### config.mk
export PLATFORM = sky130hd
export DESIGN_NAME = lcd_read_ctrl
export DESIGN_NICKNAME = d
export VERILOG_FILES = /design/src/rtl/lcd_read_ctrl.sv
export SDC_FILE = /design/constraint.sdc
export NUM_CORES = 1
export LEC_CHECK = 0
export CORE_ASPECT_RATIO = 0.6
export CORE_MARGIN = 1
export CORE_UTILIZATION = 41
export DETAILED_ROUTE_END_ITERATION = 7
export GPL_ROUTABILITY_DRIVEN = 0
export HOLD_SLACK_MARGIN = 0.1
export SETUP_SLACK_MARGIN = 0.2
export SLEW_MARGIN = 20
export SYNTH_ARGS = -nofsm -noshare
export SYNTH_HDL_FRONTEND = slang
export SYNTH_SLANG_ARGS = --single-unit
export TNS_END_PERCENT = 100
### constraint.sdc
create_clock -name clk -period 4.2 [get_ports clk]
set_clock_uncertainty 0.15 [all_clocks]
set_input_delay 0.84 -clock clk [delete_from_list [all_inputs] [get_ports clk]]
set_output_delay 0.84 -clock clk [all_outputs]
set_load 0.05 [all_outputs]
### src/rtl/lcd_read_ctrl.sv
`default_nettype none
// ============================================================================
// Module      : lcd_read_ctrl
// Description : HD44780-style 8-bit read-cycle sequencer. Drives RS/RW, a
//               timed E strobe and the FPGA bus-driver enable. Samples the
//               LCD data bus once per strobe and returns the byte, the busy
//               flag and the address counter. It can optionally re-poll the
//               busy flag until it clears or a poll limit is reached.
// Ports       : clk, rst_n          - clock, asynchronous active-low reset
//               i_start            - read request, taken only when o_ready=1
//               i_rs_sel           - 0 busy/address read, 1 data read
//               i_poll             - repeat busy reads until BF=0
//               i_lcd_db_in        - LCD data bus input
//               o_lcd_rs/rw/e      - LCD control pins
//               o_lcd_db_oe        - FPGA data bus driver enable
//               o_ready            - idle, can accept a request
//               o_rd_data/o_busy_flag/o_addr - last sampled result
//               o_valid            - one-cycle pulse when results update
//               o_timeout          - sticky poll-exhaustion flag
// Revision    : 1.0 - initial release
// ============================================================================
module lcd_read_ctrl #(
  parameter int T_AS      = 4,
  parameter int T_EH      = 25,
  parameter int T_DDR     = 20,
  parameter int T_REC     = 25,
  parameter int MAX_POLLS = 1023
) (
  input  logic       clk,
  input  logic       rst_n,
  input  logic       i_start,
  input  logic       i_rs_sel,
  input  logic       i_poll,
  input  logic [7:0] i_lcd_db_in,
  output logic       o_lcd_rs,
  output logic       o_lcd_rw,
  output logic       o_lcd_e,
  output logic       o_lcd_db_oe,
  output logic       o_ready,
  output logic [7:0] o_rd_data,
  output logic       o_busy_flag,
  output logic [6:0] o_addr,
  output logic       o_valid,
  output logic       o_timeout
);

  localparam int C_T_MAX0 = (T_AS > T_EH) ? T_AS : T_EH;
  localparam int C_T_MAX  = (C_T_MAX0 > T_REC) ? C_T_MAX0 : T_REC;
  localparam int CW       = $clog2(C_T_MAX) + 1;
  localparam int PW       = $clog2(MAX_POLLS) + 1;

  localparam logic [1:0] S_IDLE  = 2'd0;
  localparam logic [1:0] S_SETUP = 2'd1;
  localparam logic [1:0] S_EHIGH = 2'd2;
  localparam logic [1:0] S_REC   = 2'd3;

  logic [1:0]    r_state;
  logic [CW-1:0] r_cnt;
  logic [PW-1:0] r_polls;
  logic          r_rs_l;
  logic          r_poll_l;
  logic [7:0]    r_sample;
  logic [7:0]    r_rd_data;
  logic          r_valid;
  logic          r_timeout;
  logic          r_e;
  logic          r_rw;
  logic          r_oe;
  logic          r_ready;

  logic [1:0]    w_state_nx;
  logic          w_accept;
  logic          w_step_end;
  logic          w_busy;
  logic [PW-1:0] w_polls_inc;
  logic          w_hit_max;
  logic          w_rec_end;
  logic          w_finish;
  logic          w_repoll;
  logic          w_sample_now;

  always_comb begin
    w_accept   = (r_state == S_IDLE) && r_ready && i_start;
    w_step_end = 1'b0;
    case (r_state)
      S_SETUP: w_step_end = (r_cnt == CW'(T_AS - 1));
      S_EHIGH: w_step_end = (r_cnt == CW'(T_EH - 1));
      S_REC:   w_step_end = (r_cnt == CW'(T_REC - 1));
      default: w_step_end = 1'b0;
    endcase

    // Busy polling only applies to instruction-register reads.
    w_busy       = r_poll_l & ~r_rs_l & r_sample[7];
    // Saturating increment; the count never needs to exceed MAX_POLLS.
    w_polls_inc  = (r_polls == PW'(MAX_POLLS)) ? r_polls : r_polls + PW'(1);
    w_hit_max    = (w_polls_inc == PW'(MAX_POLLS));
    w_rec_end    = (r_state == S_REC) && w_step_end;
    w_finish     = w_rec_end && (!w_busy || w_hit_max);
    w_repoll     = w_rec_end && w_busy && !w_hit_max;
    w_sample_now = (r_state == S_EHIGH) && (r_cnt == CW'(T_DDR - 1));

    w_state_nx = r_state;
    case (r_state)
      S_IDLE:  if (w_accept)   w_state_nx = S_SETUP;
      S_SETUP: if (w_step_end) w_state_nx = S_EHIGH;
      S_EHIGH: if (w_step_end) w_state_nx = S_REC;
      S_REC: begin
        if (w_finish)      w_state_nx = S_IDLE;
        else if (w_repoll) w_state_nx = S_SETUP;
      end
      default: w_state_nx = S_IDLE;
    endcase
  end

  always_ff @(posedge clk or negedge rst_n) begin
    if (!rst_n) begin
      r_state   <= S_IDLE;
      r_cnt     <= '0;
      r_polls   <= '0;
      r_rs_l    <= 1'b0;
      r_poll_l  <= 1'b0;
      r_sample  <= 8'h00;
      r_rd_data <= 8'h00;
      r_valid   <= 1'b0;
      r_timeout <= 1'b0;
      r_e       <= 1'b0;
      r_rw      <= 1'b0;
      r_oe      <= 1'b1;
      r_ready   <= 1'b0;
    end else begin
      r_state <= w_state_nx;
      // Phase counter restarts on every state change and rests at 0 in IDLE.
      if (w_state_nx != r_state || r_state == S_IDLE) r_cnt <= '0;
      else                                            r_cnt <= r_cnt + CW'(1);

      r_ready <= (w_state_nx == S_IDLE);
      r_e     <= (w_state_nx == S_EHIGH);
      r_rw    <= (w_state_nx != S_IDLE);
      // Driver stays off through the cycle RW falls, so it turns on one
      // cycle after the LCD has stopped driving the bus.
      r_oe    <= ~w_accept & ~r_rw;
      r_valid <= w_finish;

      if (w_accept) begin
        r_rs_l    <= i_rs_sel;
        r_poll_l  <= i_poll;
        r_polls   <= '0;
        r_timeout <= 1'b0;
      end else if (w_finish) begin
        r_rs_l <= 1'b0;
      end

      if (w_rec_end && w_busy) r_polls <= w_polls_inc;
      if (w_finish && w_busy)  r_timeout <= 1'b1;

      if (w_sample_now) r_sample  <= i_lcd_db_in;
      if (w_finish)     r_rd_data <= r_sample;
    end
  end

  assign o_lcd_rs    = r_rs_l;
  assign o_lcd_rw    = r_rw;
  assign o_lcd_e     = r_e;
  assign o_lcd_db_oe = r_oe;
  assign o_ready     = r_ready;
  assign o_rd_data   = r_rd_data;
  assign o_busy_flag = r_rd_data[7];
  assign o_addr      = r_rd_data[6:0];
  assign o_valid     = r_valid;
  assign o_timeout   = r_timeout;

endmodule
`default_nettype wire

==> impl_results.md, run 1 <==
- Status: finished, violations left
- Failing checks: DRC
- Share of post-route cells with drive strength above 1: approximately 11%
- Fin cells: 316
- Worst Path Required: approximately 4.2 ns
- Area grow syn2layout: 16.9%
- Slew headroom: between 30% and 40%
- Drt first pass iters: 6
- H-tree levels: 2
- Die Y: just under 60 µm
- Mean routed wirelength per cell: 15.3 µm
- Max_cap viols: 0
- Unique cell type count in the Yosys netlist: 57
- Number of nets in the layout: 264
- Syn_area_per_cell: about 10 µm²
- Placed cells: around 310
- DRC viols: 5
- Syn Inst Count: 227
- Total GRT Usage: 18.4%
- DPL Wire Length: between 3 and 4 mm
- Initial antenna violation count: 0
- Initial Util: around 44%
- Final Setup Violations: 0
- DIE WIDTH: about 98 µm
- CP Class: flip-flop to flip-flop
- Remaining antenna violation count: 0
- Io pins: 36
- Critical path origin: r_polls[0]$_DFFE_PN0P_
- Post-synthesis simple-gate area fraction: a little over a fifth
- Maximum clock rate: around 0.36 GHz
- Reg-to-Reg Start: r_polls[0]$_DFFE_PN0P_
- DR iter-0 viols: around 140
- DIE AREA: ~5900 µm²
- Worst min-delay path startpoint: o_lcd_rw$_DFF_PN0_
- VDD IR max: about 0.0003 V
- CTS sink cnt: 43
- Ranking of synthesized cells by area: dfrtp_1 (46%), o21ai_0 (4.8%), nand2_1 (3.3%)
- I/O Buffers: 35
- Xor and xnor area share after synthesis: around 2.3%
- Via Count: about 1700
- PD cells: around 500 nW/µm²
- Met1 WL: between 2 and 3 mm
- Final wirelength: 4.82 mm
- Cts bufs inserted: 5
- Sequential element share of the synthesized area: 47.4%
- Via density: 5.39
- Crit share post-route: around two thirds
- Vias in the first global route: roughly 1600
- Compound-Gate Fraction of Synth Area: 16.4%
- GRT Residual Overflow: 0
- Largest net degree at the start of global routing: 44
- CTS clk-pin slew, worst paths: 0.09 ns
- Cell with the most instances after synthesis: dfrtp_1
- First-pass GRT wire length: 8.24 mm
- Leak: 0.00120 µW
- Yosys top cell by area: dfrtp_1
- Net Count, Synth: 242
- Metal2 WL: 1.73 mm
- Worst-Margin Slew: a little under 1 ns
- Clock Latency Late Sink: just under 0.3 ns
- Synth Register Bits: 43
- Post-CTS Setup Bufs: 0
- Synth top cells by count: dfrtp_1 (42), o21ai_0 (22), nand2_1 (20)
- Post-synthesis cell area: 2270 µm²
- Post-CTS sizing: 0
- Final hold viol count: 0
- Post-synthesis adder-cell area fraction: 1.10%
- Worst-path maximum fanout: 11
- CTS tree: built
- Max-slew violations: 0
- Final critical-path required period: about 2.8 ns
- Ant diodes: 0
- Clk root buf: clkbuf_8
- EDFF count, synth: 0
- Mux share of post-synthesis cell area: between 3 and 4%
- Top layer in use: met4
- Ys async rst share: between 90% and 100%
- Yosys top cell area share: between 40% and 50%
- Clock buffer depth: 2
- HP Class: flip-flop to flip-flop
- Yosys warns: 0
- Rows: 20
- CP Capture Type: flip-flop
- Prevailing post-synth register cell: dfrtp_1
- Crit path DAT: 2.78 ns
- Core area: approximately 5200 µm²
- RSZ-0062 raised after global routing: false
- Met3 wire length: 390 µm
- Hold buffer count at CTS: 0
- Total negative slack: 0 ns
- Largest family of logic cells by synthesized area: simple AND/OR/NAND/NOR gates
- CP Launch Type: flip-flop
-- through the flow --
stage	total power [µW]	area (µm²)	setup slack [ns]	hold WS, ns	utilization (%)
4_1_cts	1330	2650	1.41	0.303	50.9
5_1_grt	1400	2650	1.09	0.331	51.0
3_5_place_dp	1030	2550	1.43	0.265	49.0
6_report	1320	2650	1.41	0.309	51.0
2_1_floorplan	903	2270	2.11	0.296	-
3_3_place_gp	1030	2550	1.54	0.301	49.0
-- final cells by class --
cell class / instances / area (µm²)
fillers: 490 / 2550
clock buffers: 8 / 100
multi-input cells: 154 / 1000
inverters: 9 / 33.8
repair buffers: 36 / 355
well taps: 66 / 82.6
flip-flops and latches: 43 / 1080
-- sequential cells by signal (all words and copies together), names as in the netlist --
name,cells
o_ready,1
o_lcd_rs,1
r_cnt,6
o_rd_data,8
o_valid,1
o_lcd_db_oe,1
r_poll_l,1
r_sample,8
o_lcd_e,1
o_lcd_rw,1
o_timeout,1
r_polls,11
r_state,2
-- path summary, 6_finish.rpt --
check	cells after the start	slack (ns)	endpoint
setup / recovery	7	1.41	o_ready$_DFF_PN0_
hold / removal	1	0.31	o_lcd_db_oe$_DFF_PN1_
setup reg to reg	7	1.41	o_ready$_DFF_PN0_
hold reg to reg	1	0.31	o_lcd_db_oe$_DFF_PN1_
max in group asynchronous	1	3.15	o_lcd_db_oe$_DFF_PN1_
min in group asynchronous	1	0.38	r_sample[5]$_DFFE_PN0P_
-- layer usage --
metal | up-vias | global-route usage (%)
met1 | 789 | 30.6
li1 | 849 | -
met5 | - | 0
met4 | 0 | 4.55
met2 | 60 | 22.5
met3 | 5 | 4.56
-- placed cells by master, fill, tap and decap left out, types with 2 or more instances in the layout --
| cell type | instances |
|---|---|
| dfrtp_1 | 42 |
| clkdlybuf4s50_1 | 34 |
| o21ai_0 | 22 |
| nand2_1 | 20 |
| nor2_1 | 18 |
| nand3_1 | 13 |
| inv_1 | 9 |
| o32ai_1 | 7 |
| clkbuf_8 | 7 |
| and3_1 | 5 |
| a21o_1 | 4 |
| mux2i_1 | 4 |
| xnor2_1 | 4 |
| mux2_2 | 3 |
| nor2b_1 | 3 |
| or2_2 | 3 |
| a21oi_1 | 3 |
| and2_1 | 2 |
| and3_2 | 2 |
| a31oi_1 | 2 |
| nand4_1 | 2 |
| a22o_1 | 2 |
| xor2_1 | 2 |
| a311oi_1 | 2 |
| nor3_1 | 2 |
| ha_1 | 2 |
| buf_4 | 2 |
-- where the power goes --
part | internal (µW) | leakage [µW] | total, µW | switching, µW
clock network | 150 | 0.0000515 | 290 | 139
registers | 499 | 0.000541 | 612 | 113
logic | 172 | 0.000610 | 418 | 245
total | 821 | 0.00120 | 1320 | 498
-- cells by family (layout without fill, tap and decap cells) --
kind of cell,Yosys count,in the layout
compound gates,54,54
xor+xnor,6,6
fa+ha+maj,2,2
buf+inv,30,53
flops,43,43
mux,7,7
simple gates,85,85
-- worst max-delay path, stage by stage, from the launching register on --
cell	delay (ns)
dfrtp_1	0.41
ha_1	0.41
nand3_1	0.18
a31oi_1	0.16
mux2i_1	0.12
and4bb_4	0.21
a31oi_1	0.79
a311oi_1	0.20
(Power assumes the default switching activity.)
==> run 2: changes to the inputs <==
Settings changed: PLACE_DENSITY set to 0.66.
Clock period 4.2 ns to 2.3 ns, I/O delays scaled along.
==> impl_results.md, run 2 (synthesis results as in run 1) <==
- Status: finished, violations left
- Failing checks: DRC
- I/O Buffers: 35 (unchanged)
- Total GRT Usage: 20.4% (+2.0 points)
- Crit share post-route: 94.4% (+28 points)
- Io pins: 36 (unchanged)
- DRC viols: 5 (unchanged)
- Drt first pass iters: 6 (unchanged)
- Critical Path, Cell by Cell: or2_4 > or4_4 > nor2_4 > nor2_2 > o21bai_4 > mux2_4
- Vias in the first global route: 1729 (+8.3%)
- Max FFs per register: 11 (unchanged)
- DIE AREA: 5850 µm² (unchanged)
- CP Class: flip-flop to flip-flop
- DR iter-0 viols: 163 (+21%)
- Worst-path maximum fanout: 5 (-6)
- Clock Latency Late Sink: 0.31 ns (+0.02 ns)
- Fin cells: 350 (+11%)
- H-tree levels: 2 (unchanged)
- Leak: 0.00152 µW (+26%)
- Crit path DAT: 2.21 ns (-0.57 ns)
- Worst Path Required: 2.34 ns (-1.84 ns)
- VDD IR max: 0.000596 V (+98%)
- Initial Util: 43.6% (unchanged)
- HP Class: flip-flop to flip-flop
- Max-slew violations: 0 (unchanged)
- Fin util: 59.1% (+8.1 points)
- Die Y: 59.7 µm (unchanged)
- CP Capture Type: flip-flop
- Clk root buf: clkbuf_8
- Share of post-route cells with drive strength above 1: 30.6% (+19 points)
- CP Launch Type: flip-flop
- Via density: 5.35 (-0.70%)
- Slew headroom: 66.7% (+33 points)
- Largest net degree at the start of global routing: 19 (-57%)
- Total negative slack: 0 ns (unchanged)
- Area grow syn2layout: 35.5%
- Final wirelength: 5.51 mm (+14%)
- CP bufs+invs: 0 (unchanged)
- CTS clk-pin slew, worst paths: 0.08 ns (about the same)
- CTS sink cnt: 43 (unchanged)
- DPL Wire Length: 3.72 mm (+8.7%)
- Clock buffer depth: 2 (unchanged)
- Initial antenna violation count: 0 (unchanged)
- Rows: 20 (unchanged)
- Core area: 5200 µm² (unchanged)
- Slowest stage cell, crit path: or4_4
- RSZ-0062 raised after global routing: true
- Mean routed wirelength per cell: 15.7 µm (+3.3%)
- Ant diodes: 0 (unchanged)
- CP top delay family: simple AND/OR/NAND/NOR gates
- Fillers: 460 (-6.1%)
- Commonest cells after routing, fill and taps aside: dfrtp_1 (40), buf_4 (33), nand2_1 (20), o21ai_0 (20), dlygate4sd2_1 (18)
- Commonest non-fill, non-tap cell in the layout: dfrtp_1
- Number of nets in the layout: 298 (+13%)
- Max_cap viols: 0 (unchanged)
- Maximum clock rate: 0.460 GHz (+29%)
- Final hold viol count: 0 (unchanged)
- Placed cells: 331 (+7.5%)
- First-pass GRT wire length: 8.86 mm (+7.5%)
- Largest Register: r_polls
- Remaining antenna violation count: 0 (unchanged)
- Worst-Margin Slew: 0.499 ns (-0.485 ns)
- Final critical-path required period: 2.17 ns (-0.622 ns)
- DIE WIDTH: 98.1 µm (unchanged)
- Final Setup Violations: 0 (unchanged)
- CTS tree: built
- Via Count: 1873 (+10%)
- Cts bufs inserted: 5 (unchanged)
- CP max stage delay: 0.53 ns (-0.26 ns)
- GRT Residual Overflow: 0 (unchanged)
- PD cells: 902 nW/µm² (+81%)
-- run 2: changes by cell type in the layout (fill, tap and decap cells not counted), moves of 7 or more --
cell / delta
buf_4: +31
clkdlybuf4s50_1: -20
dlygate4sd2_1: +18
o32ai_1: -7
o32ai_2: +7
-- run 2: what timing repair did --
action	CTS	global route
setup buffers	4	6
pin swaps	2	11
hold buffers	1	0
gates resized for setup	29	24
setup endpoints to repair	32	17
hold endpoints to repair	16	0
-- run 2: path summary, 6_finish.rpt --
| kind | slack (ns) | end | startpoint | cells after the start |
|---|---|---|---|---|
| worst max-delay path | 0.13 | r_polls[0]$_DFFE_PN0P_ | r_cnt[5]$_DFF_PN0_ | 6 |
| worst max register to register | 0.13 | r_polls[0]$_DFFE_PN0P_ | r_cnt[5]$_DFF_PN0_ | 6 |
| min in group asynchronous | 0.45 | r_polls[8]$_DFFE_PN0P_ | rst_n | 2 |
| worst min register to register | 0.28 | o_lcd_db_oe$_DFF_PN1_ | o_lcd_rw$_DFF_PN0_ | 1 |
| worst min-delay path | 0.28 | o_lcd_db_oe$_DFF_PN1_ | o_lcd_rw$_DFF_PN0_ | 1 |
| max in group asynchronous | 0.93 | o_lcd_db_oe$_DFF_PN1_ | rst_n | 3 |
-- run 2: where the power goes --
group	switching (µW)	total, µW	internal [µW]
Clock	275	709	434
Combinational	592	1030	441
Sequential	119	1030	914
-- run 2: per-stage QoR --
step           total power [µW]  hold slack [ns]  setup slack [ns]  area, µm²
5_1_grt                    2940            0.295            0.0504       3080
4_1_cts                    2710            0.276             0.148       2930
6_report                   2780            0.278             0.128       3080
3_5_place_dp               2000            0.247           0.00642       2720
2_1_floorplan              1650           0.0144             0.211       2270
3_3_place_gp               2010            0.260            0.0554       2720
-- run 2: per-layer routing --
| metal | up-vias | wire [µm] | global-route usage (%) |
|---|---|---|---|
| li1 | 913 | - | - |
| met1 | 898 | 2920 | 32.1 |
| met2 | 57 | 2160 | 26.5 |
| met3 | 5 | 389 | 4.80 |
| met4 | 0 | 48 | 7.79 |
| met5 | - | 0 | 0 |
-- run 2: cell type report --
class,count,area [µm²],area share (%)
clock buffer,6,72.6,2.36
sequential,43,1080,35.1
timing repair buffer,70,604,19.6
multi-input combinational,154,1140,37.2
tap,66,82.6,2.68
clock inverter,2,60.1,1.95
inverter,9,33.8,1.10
==> run 3: changes to the inputs <==
Settings changed: CORE_UTILIZATION 41 to 30, PLACE_DENSITY 0.66 to unset.
==> impl_results.md, run 3 (synthesis results as in run 1) <==
- Dpl ws: -0.0147 ns (-0.0211 ns)
- Slowest stage cell, crit path: dfrtp_1
- GRT Residual Overflow: 0 (unchanged)
- Share of post-route cells with drive strength above 1: 28.2% (-2.5 points)
- Drt first pass iters: 4 (-2)
- Ant diodes: 0 (unchanged)
- Critical path origin: r_polls[10]$_DFFE_PN0P_
- Multi-input logic area: 1110 µm² (-2.8%)
- Die Y: 69.4 µm (+16%)
- Status: finished clean
- Critical Path, Cell by Cell: and3b_2 > and3_4 > o211ai_1 > and4bb_4 > a31oi_4 > buf_6 > buf_6 > o32ai_4
- Leak: 0.00161 µW (+5.7%)
- Worst-path maximum fanout: 5 (unchanged)
- Fillers: 709 (+54%)
- Area grow syn2layout: 40.1%
- Core area: 7300 µm² (+40%)
- Worst reg-to-reg setup slack: 0.12 ns (about the same)
- First-pass GRT wire length: 9.75 mm (+10%)
- Total GRT Usage: 15.6% (-4.8 points)
- HP Class: primary input to async pin
- Setup WS post-layout: 0.117 ns (-0.0117 ns)
- Placed cells: 373 (+13%)
- Post-layout power: 2970 µW (+6.8%)
- DRC viols: 0 (-5)
- DR iter-0 viols: 91 (-44%)
- Commonest non-fill, non-tap cell in the layout: dfrtp_1
- Maximum clock rate: 0.458 GHz (-0.53%)
- CP Class: flip-flop to flip-flop
- Clock buffer depth: 2 (unchanged)
- DIE AREA: 7930 µm² (+36%)
- Sequential standard cell area: 1080 µm² (-0.12%)
- CP Capture Type: flip-flop
- Slew headroom: 63.4% (-3.3 points)
- CTS tree: built
- Worst Path Required: 2.34 ns (about the same)
- Io pins: 36 (unchanged)
- Final critical-path required period: 2.18 ns (+0.0117 ns)
- Final hold viol count: 0 (unchanged)
- Cts bufs inserted: 5 (unchanged)
- Vias in the first global route: 1869 (+8.1%)
- Mean routed wirelength per cell: 14.6 µm (-7.1%)
- Max-slew violations: 0 (unchanged)
- Final wirelength: 5.67 mm (+3.0%)
- Worst-Margin Slew: 0.549 ns (+0.0498 ns)
- Initial antenna violation count: 0 (unchanged)
- Largest net degree at the start of global routing: 44 (+25)
- Via Count: 1920 (+2.5%)
- H-tree levels: 2 (unchanged)
- I/O Buffers: 35 (unchanged)
- Critical Path Sink: o_rd_data[3]$_DFFE_PN0P_
- Fin cells: 388 (+11%)
- Number of nets in the layout: 298 (unchanged)
- VDD IR max: 0.000598 V (+0.41%)
- Crit share post-route: 94.9% (+0.51 points)
- Cell mode on critical path: buf_6
- CTS clk-pin slew, worst paths: 0.06 ns (-0.02 ns)
- Rows: 24 (+20%)
- CTS sink cnt: 43 (unchanged)
- Reg-to-Reg Start: r_polls[10]$_DFFE_PN0P_
- Clk root buf: clkbuf_16
- Commonest cells after routing, fill and taps aside: dfrtp_1 (41), buf_4 (30), o21ai_0 (22)
- Clock Latency Late Sink: 0.28 ns (-0.03 ns)
- Crit path DAT: 2.22 ns (about the same)
- Initial Util: 31.1% (-13 points)
- Via density: 4.95 (-7.5%)
- CP Launch Type: flip-flop
- DPL Wire Length: 4.10 mm (+10%)
- Max FFs per register: 11 (unchanged)
- DIE WIDTH: 114 µm (+17%)
- PD cells: 932 nW/µm² (+3.4%)
- Reg-to-Reg End: o_rd_data[3]$_DFFE_PN0P_
- Max_cap viols: 0 (unchanged)
- Reg2Reg Depth: 8 (+2)
- Final Setup Violations: 0 (unchanged)
- CP max stage delay: 0.38 ns (-0.15 ns)
- Largest Register: r_polls
- RSZ-0062 raised after global routing: true
- Hold buffer count at CTS: 0 (-1)
- Remaining antenna violation count: 0 (unchanged)
- Total negative slack: 0 ns (unchanged)
## run 3: cell count changes in the layout (fill, tap and decap cells not counted), sizes merged
cell and change:
dlygate4sd2 -8, dlymetal6s2s +6, clkdlybuf4s50 +2, buf +1, clkbuf -1, clkinvlp +1
dlygate4sd3 -1
## run 3: cell type report
class | count | area share (%)
multi-input cells | 154 | 35.0
flip-flops and latches | 43 | 33.9
repair buffers | 70 | 19.9
well taps | 104 | 4.09
clock buffers | 5 | 3.93
clock inverters | 3 | 2.12
inverters | 9 | 1.06
## run 3: repair_timing
item	CTS	global route
setup endpoints to repair	23	21
pin swaps	8	4
cloned	0	0
resized for setup	33	11
setup buffers	6	1
## run 3: worst min-delay path by stage
stage	from	endpoint	cells after the start
2_1_floorplan	rst_n	o_lcd_e$_DFF_PN0_	0
3_3_place_gp	o_lcd_rw$_DFF_PN0_	o_lcd_db_oe$_DFF_PN1_	1
3_5_place_dp	o_lcd_rw$_DFF_PN0_	o_lcd_db_oe$_DFF_PN1_	1
4_1_cts	rst_n	r_sample[5]$_DFFE_PN0P_	2
5_1_grt	rst_n	r_sample[5]$_DFFE_PN0P_	2
6_report	rst_n	r_sample[5]$_DFFE_PN0P_	2
## run 3: stage by stage
stage                     utilization (%)  hold slack, ns  cell area (µm²)
final                                43.6          0.0893             3180
after detailed placement             38.4           0.286             2800
after global placement               38.4           0.296             2800
after floorplan                         -          0.0144             2270
after CTS                            42.9           0.129             3130
after global routing                 43.6           0.156             3180
## run 3: worst max-delay path: cells and delay by family, from the launching register on
kind,cells,cell delay [ns]
AO/OA/AOI/OAI,3,0.38
flip-flops,1,0.38
AND/OR/NAND/NOR,3,0.91
buffers and inverters,2,0.26
## run 3: metal layers
layer | GRT usage [%] | routed length [µm] | vias to the layer above
met4 | 2.60 | 21 | 0
met2 | 21.7 | 2260 | 50
li1 | - | - | 919
met1 | 24.3 | 3070 | 949
met5 | 0 | 0 | -
met3 | 4.11 | 327 | 2
## run 3: where the power goes
part,switching (µW),internal [µW]
clock,289,622
sequential,124,914
combinational,592,424
total,1000,1960
